### src/rtl/mem_stage.sv
// mem_stage: memory-access stage between execute and writeback.
// One data-memory transaction per load/store, one writeback per instruction.
module mem_stage #(
  parameter int WIDTH     = 32,
  parameter int REG_WIDTH = 5
) (
  input  logic                 clk,
  input  logic                 reset,
  input  logic                 ex_valid,
  output logic                 ex_ready,
  input  logic                 ex_is_load,
  input  logic                 ex_is_store,
  input  logic [2:0]           ex_funct3,
  input  logic [WIDTH-1:0]     ex_result,
  input  logic [WIDTH-1:0]     ex_rs2,
  input  logic [REG_WIDTH-1:0] ex_rd,
  input  logic                 ex_rd_we,
  output logic                 dmem_req,
  output logic                 dmem_we,
  output logic [WIDTH-1:0]     dmem_addr,
  output logic [WIDTH-1:0]     dmem_wdata,
  output logic [3:0]           dmem_wstrb,
  input  logic                 dmem_ack,
  input  logic [WIDTH-1:0]     dmem_rdata,
  output logic                 wb_valid,
  output logic                 wb_we,
  output logic [REG_WIDTH-1:0] wb_rd,
  output logic [WIDTH-1:0]     wb_data,
  output logic                 mem_err
);

  typedef enum logic {IDLE, MEM} state_t;

  state_t               state;
  logic [2:0]           f3_q;
  logic [1:0]           off_q;
  logic [REG_WIDTH-1:0] rd_q;
  logic                 rd_we_q;

  logic                 is_mem;
  logic                 f3_ok;
  logic                 misal;
  logic                 err;
  logic [1:0]           a;
  logic [WIDTH-1:0]     st_wdata;
  logic [3:0]           st_wstrb;
  logic [7:0]           ld_byte;
  logic [15:0]          ld_half;
  logic [WIDTH-1:0]     ld_data;

  assign ex_ready = (state == IDLE);
  assign is_mem   = ex_is_load | ex_is_store;
  assign a        = ex_result[1:0];

  // Access legality: funct3 encoding, alignment and load/store conflict.
  always_comb begin
    f3_ok = 1'b0;
    misal = 1'b0;
    case (ex_funct3)
      3'b000, 3'b001, 3'b010: f3_ok = 1'b1;
      3'b100, 3'b101:         f3_ok = ex_is_load & ~ex_is_store;
      default:                f3_ok = 1'b0;
    endcase
    case (ex_funct3[1:0])
      2'b01:   misal = a[0];
      2'b10:   misal = (a != 2'b00);
      default: misal = 1'b0;
    endcase
    err = (ex_is_load & ex_is_store) | (is_mem & (~f3_ok | misal));
  end

  // Store lane replication and byte strobes.
  always_comb begin
    st_wdata = ex_rs2;
    st_wstrb = 4'b1111;
    case (ex_funct3[1:0])
      2'b00: begin
        st_wdata = {4{ex_rs2[7:0]}};
        st_wstrb = 4'b0001 << a;
      end
      2'b01: begin
        st_wdata = {2{ex_rs2[15:0]}};
        st_wstrb = 4'b0011 << a;
      end
      default: begin
        st_wdata = ex_rs2;
        st_wstrb = 4'b1111;
      end
    endcase
  end

  // Load lane selection and sign/zero extension.
  always_comb begin
    case (off_q)
      2'd0:    ld_byte = dmem_rdata[7:0];
      2'd1:    ld_byte = dmem_rdata[15:8];
      2'd2:    ld_byte = dmem_rdata[23:16];
      default: ld_byte = dmem_rdata[31:24];
    endcase
    ld_half = off_q[1] ? dmem_rdata[31:16] : dmem_rdata[15:0];
    case (f3_q)
      3'b000:  ld_data = {{(WIDTH-8){ld_byte[7]}}, ld_byte};
      3'b001:  ld_data = {{(WIDTH-16){ld_half[15]}}, ld_half};
      3'b100:  ld_data = {{(WIDTH-8){1'b0}}, ld_byte};
      3'b101:  ld_data = {{(WIDTH-16){1'b0}}, ld_half};
      default: ld_data = dmem_rdata;
    endcase
  end

  // Control FSM with registered memory request and writeback record.
  always_ff @(posedge clk) begin
    if (reset) begin
      state      <= IDLE;
      f3_q       <= '0;
      off_q      <= '0;
      rd_q       <= '0;
      rd_we_q    <= 1'b0;
      dmem_req   <= 1'b0;
      dmem_we    <= 1'b0;
      dmem_addr  <= '0;
      dmem_wdata <= '0;
      dmem_wstrb <= '0;
      wb_valid   <= 1'b0;
      wb_we      <= 1'b0;
      wb_rd      <= '0;
      wb_data    <= '0;
      mem_err    <= 1'b0;
    end else begin
      wb_valid <= 1'b0;
      wb_we    <= 1'b0;
      mem_err  <= 1'b0;
      case (state)
        IDLE: begin
          if (ex_valid) begin
            if (err) begin
              wb_valid <= 1'b1;
              mem_err  <= 1'b1;
              wb_rd    <= ex_rd;
              wb_data  <= ex_result;
            end else if (is_mem) begin
              state      <= MEM;
              f3_q       <= ex_funct3;
              off_q      <= a;
              rd_q       <= ex_rd;
              rd_we_q    <= ex_rd_we;
              dmem_req   <= 1'b1;
              dmem_we    <= ex_is_store;
              dmem_addr  <= {ex_result[WIDTH-1:2], 2'b00};
              dmem_wdata <= ex_is_store ? st_wdata : '0;
              dmem_wstrb <= ex_is_store ? st_wstrb : 4'b0000;
            end else begin
              wb_valid <= 1'b1;
              wb_we    <= ex_rd_we & (ex_rd != '0);
              wb_rd    <= ex_rd;
              wb_data  <= ex_result;
            end
          end
        end
        MEM: begin
          if (dmem_ack) begin
            state    <= IDLE;
            dmem_req <= 1'b0;
            wb_valid <= 1'b1;
            wb_rd    <= rd_q;
            if (dmem_we) begin
              wb_data <= '0;
            end else begin
              wb_we   <= rd_we_q & (rd_q != '0);
              wb_data <= ld_data;
            end
          end
        end
        default: state <= IDLE;
      endcase
    end
  end

endmodule

### config.mk
export PLATFORM = sky130hd
export DESIGN_NAME = mem_stage
export DESIGN_NICKNAME = d
export VERILOG_FILES = /design/src/rtl/mem_stage.sv
export SDC_FILE = /design/constraint.sdc
export NUM_CORES = 1
export LEC_CHECK = 0
export CAP_MARGIN = 0
export CORE_MARGIN = 4
export CORE_UTILIZATION = 47
export CTS_CLUSTER_SIZE = 12
export DETAILED_ROUTE_END_ITERATION = 8
export PLACE_DENSITY = 0.85
export SYNTH_ARGS = -nofsm -noshare
export SYNTH_HDL_FRONTEND = slang
export SYNTH_SLANG_ARGS = --single-unit
### constraint.sdc
create_clock -name clk -period 4.24 [get_ports clk]
set_clock_uncertainty 0.15 [all_clocks]
set_input_delay 0.848 -clock clk [delete_from_list [all_inputs] [get_ports clk]]
set_output_delay 0.848 -clock clk [all_outputs]
set_load 0.01 [all_outputs]
# Yosys cells after proc, flatten, opt, wreduce, memory -nomap -nowiden
# Index checks and enable logic that the tools add are counted.
[word_totals]
in_bits = 111
output_inout_bits = 111
word_cells = 101
reg_bits = 120
[classes]
bitwise_logic = 13
n_eq_ne = 16
n_reduce_logical = 13
n_shift = 2
muxes = 42
[ops]
columns = ["operator", "n"]
rows = [
  ["$mux 32", 6],
  ["$pmux 32 s2", 2],
  ["$pmux 32 s4", 1],
  ["$pmux 8 s3", 1],
  ["$mux 5", 4],
  ["$mux 1", 18],
  ["$mux 16", 1],
  ["$eq 3x3->1 const B", 4],
  ["$pmux 1 s2", 6],
  ["$pmux 5 s2", 1],
  ["$reduce_bool 5->1", 2],
  ["$pmux 4 s2", 1],
  ["$reduce_and 4->1", 2],
  ["$eq 3x1->1 const B", 2],
  ["$logic_not 3->1", 2],
  ["$ne 2x2->1 const B", 3],
  ["$reduce_or 3->1", 2],
  ["$and 1x1->1", 5],
  ["$not 1->1", 5],
  ["$eq 2x1->1 const B", 2],
  ["$eq 2x2->1 const B", 2],
  ["$logic_not 2->1", 2],
  ["$mux 4", 1],
  ["$shl 1x2->4 const A", 1],
  ["8 further kinds", 10],
]

# Logic depth before layout (Yosys ltp)
# Gate-level depths: netlist (run 1).
[depth]
word_depth = 10
ltp_mapped = 10
ltp_nobuf = 7

# Worst setup path after synthesis (run 1)
# Ideal clock, no wire load.
[synth_timing]
kind = "input -> register"
from = "in ex_funct3[1]"
to = "reg wb_data[6]"
path_slack_ns = 1.131
setup_time_ns = 0.091
t_required_ns = 3.999
cell_stages = 9
n_path_buf = 3
t_arrival_ns = 2.868
path_cell_list = "clkbuf_1 inv_1 ha_1 o211ai_1 nand3_1 o31a_1 buf_2 buf_2 a311oi_1"
[synth_via]
elab_chain_cells = 10
elab_cells_between_ends = 20
classes_between = "7 x eq/ne; 5 x mux; 4 x bitwise; 4 x reduce/logical"
[synth_rtl]
columns = ["item", "line_no", "text"]
rows = [
  ["start, declared", "13", "input logic [2:0] ex_funct3,"],
  ["$eq 3x1->1, or another cell as far along", "59", "case (ex_funct3)"],
  ["$reduce_or 3->1 / $reduce_or 2->1 (equally long branches)", "59", ""],
  ["$pmux 1 s2", "59", ""],
  ["$not 1->1", "69", "err = (ex_is_load & ex_is_store) | (is_mem & (~f3_ok | misal));"],
  ["$or 1x1->1 (*)", "69", ""],
  ["$and 1x1->1 (*)", "69", ""],
  ["$or 1x1->1 (*)", "69", ""],
  ["$mux 32", "135", "if (err) begin"],
  ["$mux 32", "134", "if (ex_valid) begin"],
  ["$pmux 32 s2", "132", "case (state)"],
  ["end signal, assigned", "139", "wb_data <= ex_result;"],
  ["end signal, assigned", "155", "wb_data <= ex_result;"],
  ["end signal, assigned", "169", "wb_data <= ld_data;"],
  ["end, declared", "28", "output logic [WIDTH-1:0] wb_data,"],
]
# Every way passes the cells marked *; elsewhere a longest branch is shown, timed or not. The select of a mux whose other input is x is not followed.
# A chain may end at the register's enable or synchronous reset.

# Worst setup path in the final report (run 1)
[layout_timing]
from = "in ex_funct3[0]"
to = "reg dmem_wdata[22]"
[layout_via]
elab_chain_cells = 9
elab_cells_between_ends = 20
classes_between = "6 x eq/ne; 4 x mux; 5 x bitwise; 5 x reduce/logical"
[layout_rtl]
columns = ["item", "line_no", "text"]
rows = [
  ["$eq 3x1->1, or another cell as far along", "59", ""],
  ["$reduce_or 3->1 / $reduce_or 2->1 (equally long branches)", "59", ""],
  ["$pmux 1 s2", "59", ""],
  ["$not 1->1", "69", ""],
  ["$or 1x1->1", "69", ""],
  ["$and 1x1->1", "69", ""],
  ["$or 1x1->1", "69", ""],
  ["$not 1->1 (no line)", "-", ""],
  ["$reduce_and 4->1 (no line)", "-", ""],
  ["end signal, assigned", "149", "dmem_wdata <= ex_is_store ? st_wdata : '0;"],
  ["end, declared", "21", "output logic [WIDTH-1:0] dmem_wdata,"],
]
# Several ways; a longest one is shown, not always the timed one.

==> flow_metrics.env, run 1 <==
export IMPL_status="finished clean"
export IMPL_syn_avg_cell_area_um2=8.49
export IMPL_syn_area_um2=5450
export IMPL_clkTransAtPathRegs_ps=60
export IMPL_grt_use_total_pct=26.6
export IMPL_firstDrtPassIters=5
export IMPL_ys_seq_area_share_pct=44.1
export IMPL_synth_seq_cells=120
export IMPL_post_synth_num_cell_types=52
export IMPL_worstSetupPathType="primary input to register"
export IMPL_grt_overflow=0
export IMPL_slew_viol_final=0
export IMPL_critPathLaunchType="primary input"
export IMPL_p_comb_share_pct=16.6
export IMPL_crit_fanout=29
export IMPL_die_w_um=116
export IMPL_port_buffers=219
export IMPL_hp_class="register to register"
export IMPL_gp_congestion=0.917
export IMPL_cts_setup_buffers=0
export IMPL_seq_power_share_pct=39.1
export IMPL_cts_tree="built"
export IMPL_setup_ws_ps=910
export IMPL_clock_path_buffers=2
export IMPL_drc=0
export IMPL_synth_cells=642
export IMPL_cts_hold_buf=0
export IMPL_timing_slew_headroom_pct=18.2
export IMPL_placed_area_um2=7690
export IMPL_synth_edf_count=0
export IMPL_cts_buffers_inserted=17
export IMPL_wl_per_cell_um=18.5
export IMPL_grt_pass1_vias=5469
export IMPL_post_route_period_util_pct=78.5
export IMPL_ir_worst_vdd_mv=0.282
export IMPL_rsz0062_at_grt="no"
export IMPL_grt_max_degree=60
export IMPL_rows=39
export IMPL_fin_crit_ps=3330
export IMPL_clk_insertion_delay_late_ps=400
export IMPL_leakage_nw=3.05
export IMPL_num_antenna_cells=0
export IMPL_totalWireLength_um=18300
export IMPL_cts_sinks=120
export IMPL_cp_data_required_time_ps=4410
export IMPL_drive_gt1_share_pct=6.59
export IMPL_power_density_nw_per_um2=380
export IMPL_grt_pass1_wl_um=28200
export IMPL_vias_per_cell=5.71
export IMPL_core_area_um2=11400
export IMPL_io_pins=222
export IMPL_cts_max_level=4
export IMPL_synthFlopType="dfxtp_1"
export IMPL_dr_first_iter_drc_count=422
export IMPL_timing_fmax_ghz=0.300
export IMPL_cp_end_kind="register"
export IMPL_p_clk_share_pct=44.3
export IMPL_cp_arrival_ps=3500
export IMPL_placedCellCount=961
export IMPL_p_switching_w=0.000814
export IMPL_dpl_worst_slack_ps=456
export IMPL_tightestPinTransition_ps=1220
export IMPL_synthArstFlopShare_pct=0
export IMPL_cts_resized=0
export IMPL_dp_hpwl_um=13700
export IMPL_die_y_um=116
export IMPL_antenna_found_initial=0
export IMPL_p_int_w=0.00233
export IMPL_setup_viol=0
export IMPL_setup_tns_ps=0
export IMPL_vias=5671
export IMPL_total_power_w=0.00314
export IMPL_yosysWarnings=0
export IMPL_stdcell_count=993
export IMPL_area_growth_pct=51.8
export IMPL_antenna_left=0
export IMPL_hold_viol=0
export IMPL_final_cell_area_um2=8270
export IMPL_layout_nets=951
export IMPL_netSwitchingFraction_pct=25.9
export IMPL_drv_cap=0
export IMPL_die_area_um2=13400
export IMPL_initial_core_util_pct=47.9
export IMPL_root_buffer="clkbuf_16"
## area by class of cell
type / count / area (um^2)
multi-input cells: 456 / 2790
clock buffers: 18 / 429
inverters: 12 / 45.0
clock inverters: 14 / 153
flip-flops and latches: 120 / 2400
fillers: 829 / 3100
repair buffers: 230 / 2270
well taps: 143 / 179
## power by group through the flow
stage | sequential, W | combinational (W) | clock [W]
6_report | 0.00123 | 0.000520 | 0.00139
5_1_grt | 0.00124 | 0.000560 | 0.00146
4_1_cts | 0.00123 | 0.000519 | 0.00141
3_5_place_dp | 0.00125 | 0.000515 | 0
3_3_place_gp | 0.00125 | 0.000508 | 0
2_1_floorplan | 0.00126 | 0.000216 | 0
## critical path: stages
cell	delay, ps
clkdlybuf4s50_1	540
ha_1	180
buf_4	200
o21ai_1	110
a21oi_2	270
nand3_1	140
or4_1	900
o21ai_0	310
## synthesized netlist by cell type, types with 10 or more instances
cell	number	share of area [%]
nor2_1	39	2.7
clkbuf_1	39	2.7
mux2i_1	14	2.6
o21ai_0	30	2.8
dfxtp_1	120	44
a21oi_1	33	3.0
nand2_1	93	6.4
nand3_1	34	3.1
nor2b_1	16	1.8
a22oi_1	10	1.4
a311oi_1	17	2.7
a22o_1	16	2.6
a32o_1	24	4.4
nand2b_1	23	2.6
inv_1	12	0.83
a211oi_1	16	2.2
o21ai_1	10	0.92
## cell usage in the layout (no fill, tap or decap), types with 4 or more instances in the layout
cell type,netlist,final
clkdlybuf4s50_1,0,218
dfxtp_1,120,120
nand2_1,93,93
nor2_1,39,39
nand3_1,34,34
a21oi_1,33,33
o21ai_0,30,30
a32o_1,24,24
nand2b_1,23,23
a311oi_1,17,17
clkbuf_16,0,17
nor2b_1,16,16
a22o_1,16,16
a211oi_1,16,16
mux2i_1,14,14
inv_1,12,12
buf_4,2,11
o21ai_1,10,10
a22oi_1,10,10
a221oi_1,9,9
and3_1,8,8
and2_1,8,8
a211o_1,8,8
a31oi_1,8,7
clkinvlp_4,0,7
mux2_2,4,4
## sequential cells by signal, summed over array words and instances (netlist names), 2 cells and up
register,cells
dmem_addr,30
dmem_wdata,32
dmem_wstrb,4
f3_q,3
off_q,2
rd_q,5
wb_data,32
wb_rd,5
## final timing paths
path	slack [ps]	cells past startpoint	endpoint	startpoint
worst min register to register	300	2	dmem_wdata[0]	dmem_wdata[0]
worst max register to register	1480	5	dmem_wdata[22]	state
worst min-delay path	300	2	dmem_wdata[0]	dmem_wdata[0]
worst max-delay path	910	8	dmem_wdata[22]	ex_funct3[0]
## routing by layer
layer / vias to the layer above / routed length [um] / global-route usage, %
li1: 2721 / - / -
met1: 2661 / 7560 / 33.0
met2: 263 / 8720 / 44.4
met3: 26 / 1690 / 8.09
met4: 0 / 367 / 8.89
met5: - / 0 / 0
## kinds of logic after synthesis
kind of cell,after synthesis,synth area share [%]
AO/OA/AOI/OAI,194,25.7
XOR/XNOR,1,0.161
adder cells (fa/ha/maj),4,0.873
buffers and inverters,67,5.10
flip-flops,120,44.1
multiplexers,18,3.40
other,1,0.0688
AND/OR/NAND/NOR,237,20.6
## per-stage QoR
stage          util (%)  hold slack (ps)
3_5_place_dp       67.6              293
5_1_grt            72.8              325
2_1_floorplan         -              287
6_report           72.8              299
4_1_cts            72.8              303
3_3_place_gp       67.6              286
Note: power is estimated with default switching activity, not from simulation.
==> run 2: changes to the inputs <==
CORE_UTILIZATION = 39   (was 47)
PLACE_DENSITY = 0.76   (was 0.85)
clock period = 2.82 ns   (was 4.24 ns; I/O delays follow)
==> flow_metrics.env, run 2 (synthesis gave the netlist of run 1 again) <==
export IMPL_critPathLaunchType="primary input"
export IMPL_die_area_um2=15900
export IMPL_vias_per_cell=5.51
export IMPL_totalWireLength_um=19800
export IMPL_wl_per_cell_um=18.8
export IMPL_layout_nets=979
export IMPL_cts_buffers_inserted=17
export IMPL_cp_arrival_ps=2790
export IMPL_cts_resized=0
export IMPL_grt_max_degree=59
export IMPL_area_growth_pct=58.8
export IMPL_cts_setup_buffers=0
export IMPL_cts_hold_buf=0
export IMPL_cts_sinks=120
export IMPL_worstSetupPathType="primary input to register"
export IMPL_hold_slack_ps=296
export IMPL_timing_fmax_ghz=0.385
export IMPL_r2r_end="wb_data[16]"
export IMPL_largestRegisters="dmem_wdata: 32 flops, wb_data: 32 flops, dmem_addr: 30 flops"
export IMPL_ir_worst_vdd_mv=0.412
export IMPL_drv_cap=0
export IMPL_grt_busiest_layer="met2"
export IMPL_r2r_start="f3_q[1]"
export IMPL_root_buffer="clkbuf_16"
export IMPL_cts_tree="built"
export IMPL_grt_pass1_wl_um=30500
export IMPL_mostFrequentLayoutCells="clkdlybuf4s50_1, dfxtp_1, nand2_1"
export IMPL_die_y_um=126
export IMPL_rsz0062_at_grt="no"
export IMPL_crit_fanout=29
export IMPL_tightestPinTransition_ps=671
export IMPL_rows=42
export IMPL_grt_use_total_pct=24.1
export IMPL_cts_max_level=4
export IMPL_power_density_nw_per_um2=584
export IMPL_setup_viol=0
export IMPL_drc=0
export IMPL_io_pins=222
export IMPL_vias=5803
export IMPL_drive_gt1_share_pct=9.57
export IMPL_fin_util_pct=64.3
export IMPL_clk_insertion_delay_late_ps=420
export IMPL_met1_usage_pct=30.3
export IMPL_cp_data_required_time_ps=3010
export IMPL_setup_tns_ps=0
export IMPL_antenna_found_initial=0
export IMPL_die_w_um=126
export IMPL_firstDrtPassIters=5
export IMPL_gr_usage_met3_pct=5.84
export IMPL_gp_congestion=0.912
export IMPL_grtUsageMet2_pct=39.5
export IMPL_core_area_um2=13500
export IMPL_timing_slew_headroom_pct=55.2
export IMPL_num_antenna_cells=0
export IMPL_port_buffers=219
export IMPL_status="finished clean"
export IMPL_final_common_cell="clkdlybuf4s50_1"
export IMPL_setup_ws_ps=219
export IMPL_dr_first_iter_drc_count=435
export IMPL_final_cell_area_um2=8650
export IMPL_dp_hpwl_um=14900
export IMPL_antenna_left=0
export IMPL_post_route_period_util_pct=92.2
export IMPL_clkTransAtPathRegs_ps=50
export IMPL_clock_path_buffers=2
export IMPL_grt_pass1_vias=5680
export IMPL_hold_viol=0
export IMPL_worstSetupEndpoint="dmem_wdata[8]"
export IMPL_slew_viol_final=0
export IMPL_cp_end_kind="register"
export IMPL_fin_crit_ps=2600
export IMPL_startpoint="ex_funct3[0]"
export IMPL_initial_core_util_pct=40.5
export IMPL_leakage_nw=3.26
export IMPL_dpl_worst_slack_ps=-188
export IMPL_grt_overflow=0
export IMPL_rr_worst_depth=6
export IMPL_r2r_slack_ps=410
export IMPL_hp_class="register to register"
export IMPL_placed_area_um2=8000
run 2: critical path, cell delays in order:
cell	delay, ps
clkdlybuf4s50_1	540
inv_1	90
ha_1	230
o211ai_1	250
nand3_1	160
or4_1	500
buf_4	240
o21ai_0	200
run 2: report_power, final:
part	switching (W)	internal, W
clock	0.000788	0.00157
combinational	0.000405	0.000454
sequential	0.0000492	0.00178
run 2: cell type report:
| class | instances | area, um^2 |
|---|---|---|
| flip-flops and latches | 120 | 2400 |
| well taps | 176 | 220 |
| fillers | 1132 | 4800 |
| repair buffers | 258 | 2540 |
| clock inverters | 10 | 166 |
| clock buffers | 22 | 484 |
| inverters | 12 | 45.0 |
| multi-input cells | 456 | 2790 |
run 2: routing by layer:
layer / vias to the layer above / part of all wire [%]
li1: 2789 / -
met1: 2744 / 42
met2: 233 / 49
met3: 37 / 6.0
met4: 0 / 2.8
met5: - / 0
run 2: worst min path at each step:
stage                   start              to  slack [ps]  depth (start not counted)
3_3_place_gp    dmem_wdata[8]   dmem_wdata[8]         290                          2
5_1_grt        dmem_wdata[18]  dmem_wdata[18]         320                          2
6_report        dmem_wstrb[3]   dmem_wstrb[3]         300                          2
4_1_cts         dmem_wstrb[3]   dmem_wstrb[3]         300                          2
2_1_floorplan         rd_we_q         rd_we_q         290                          2
3_5_place_dp    dmem_wstrb[3]   dmem_wstrb[3]         290                          2
run 2: metrics by stage:
stage               power, W  instances
floorplan            0.00223        643
global placement     0.00269       1022
detailed placement   0.00272       1022
CTS                  0.00508       1054
global route         0.00523       1054
finish               0.00505       1054
==> run 3: changes to the inputs <==
CTS_CLUSTER_SIZE = not set   (was 12)
==> results of run 3 <==
Final layout, timing and power as in run 2 (identical DEF).
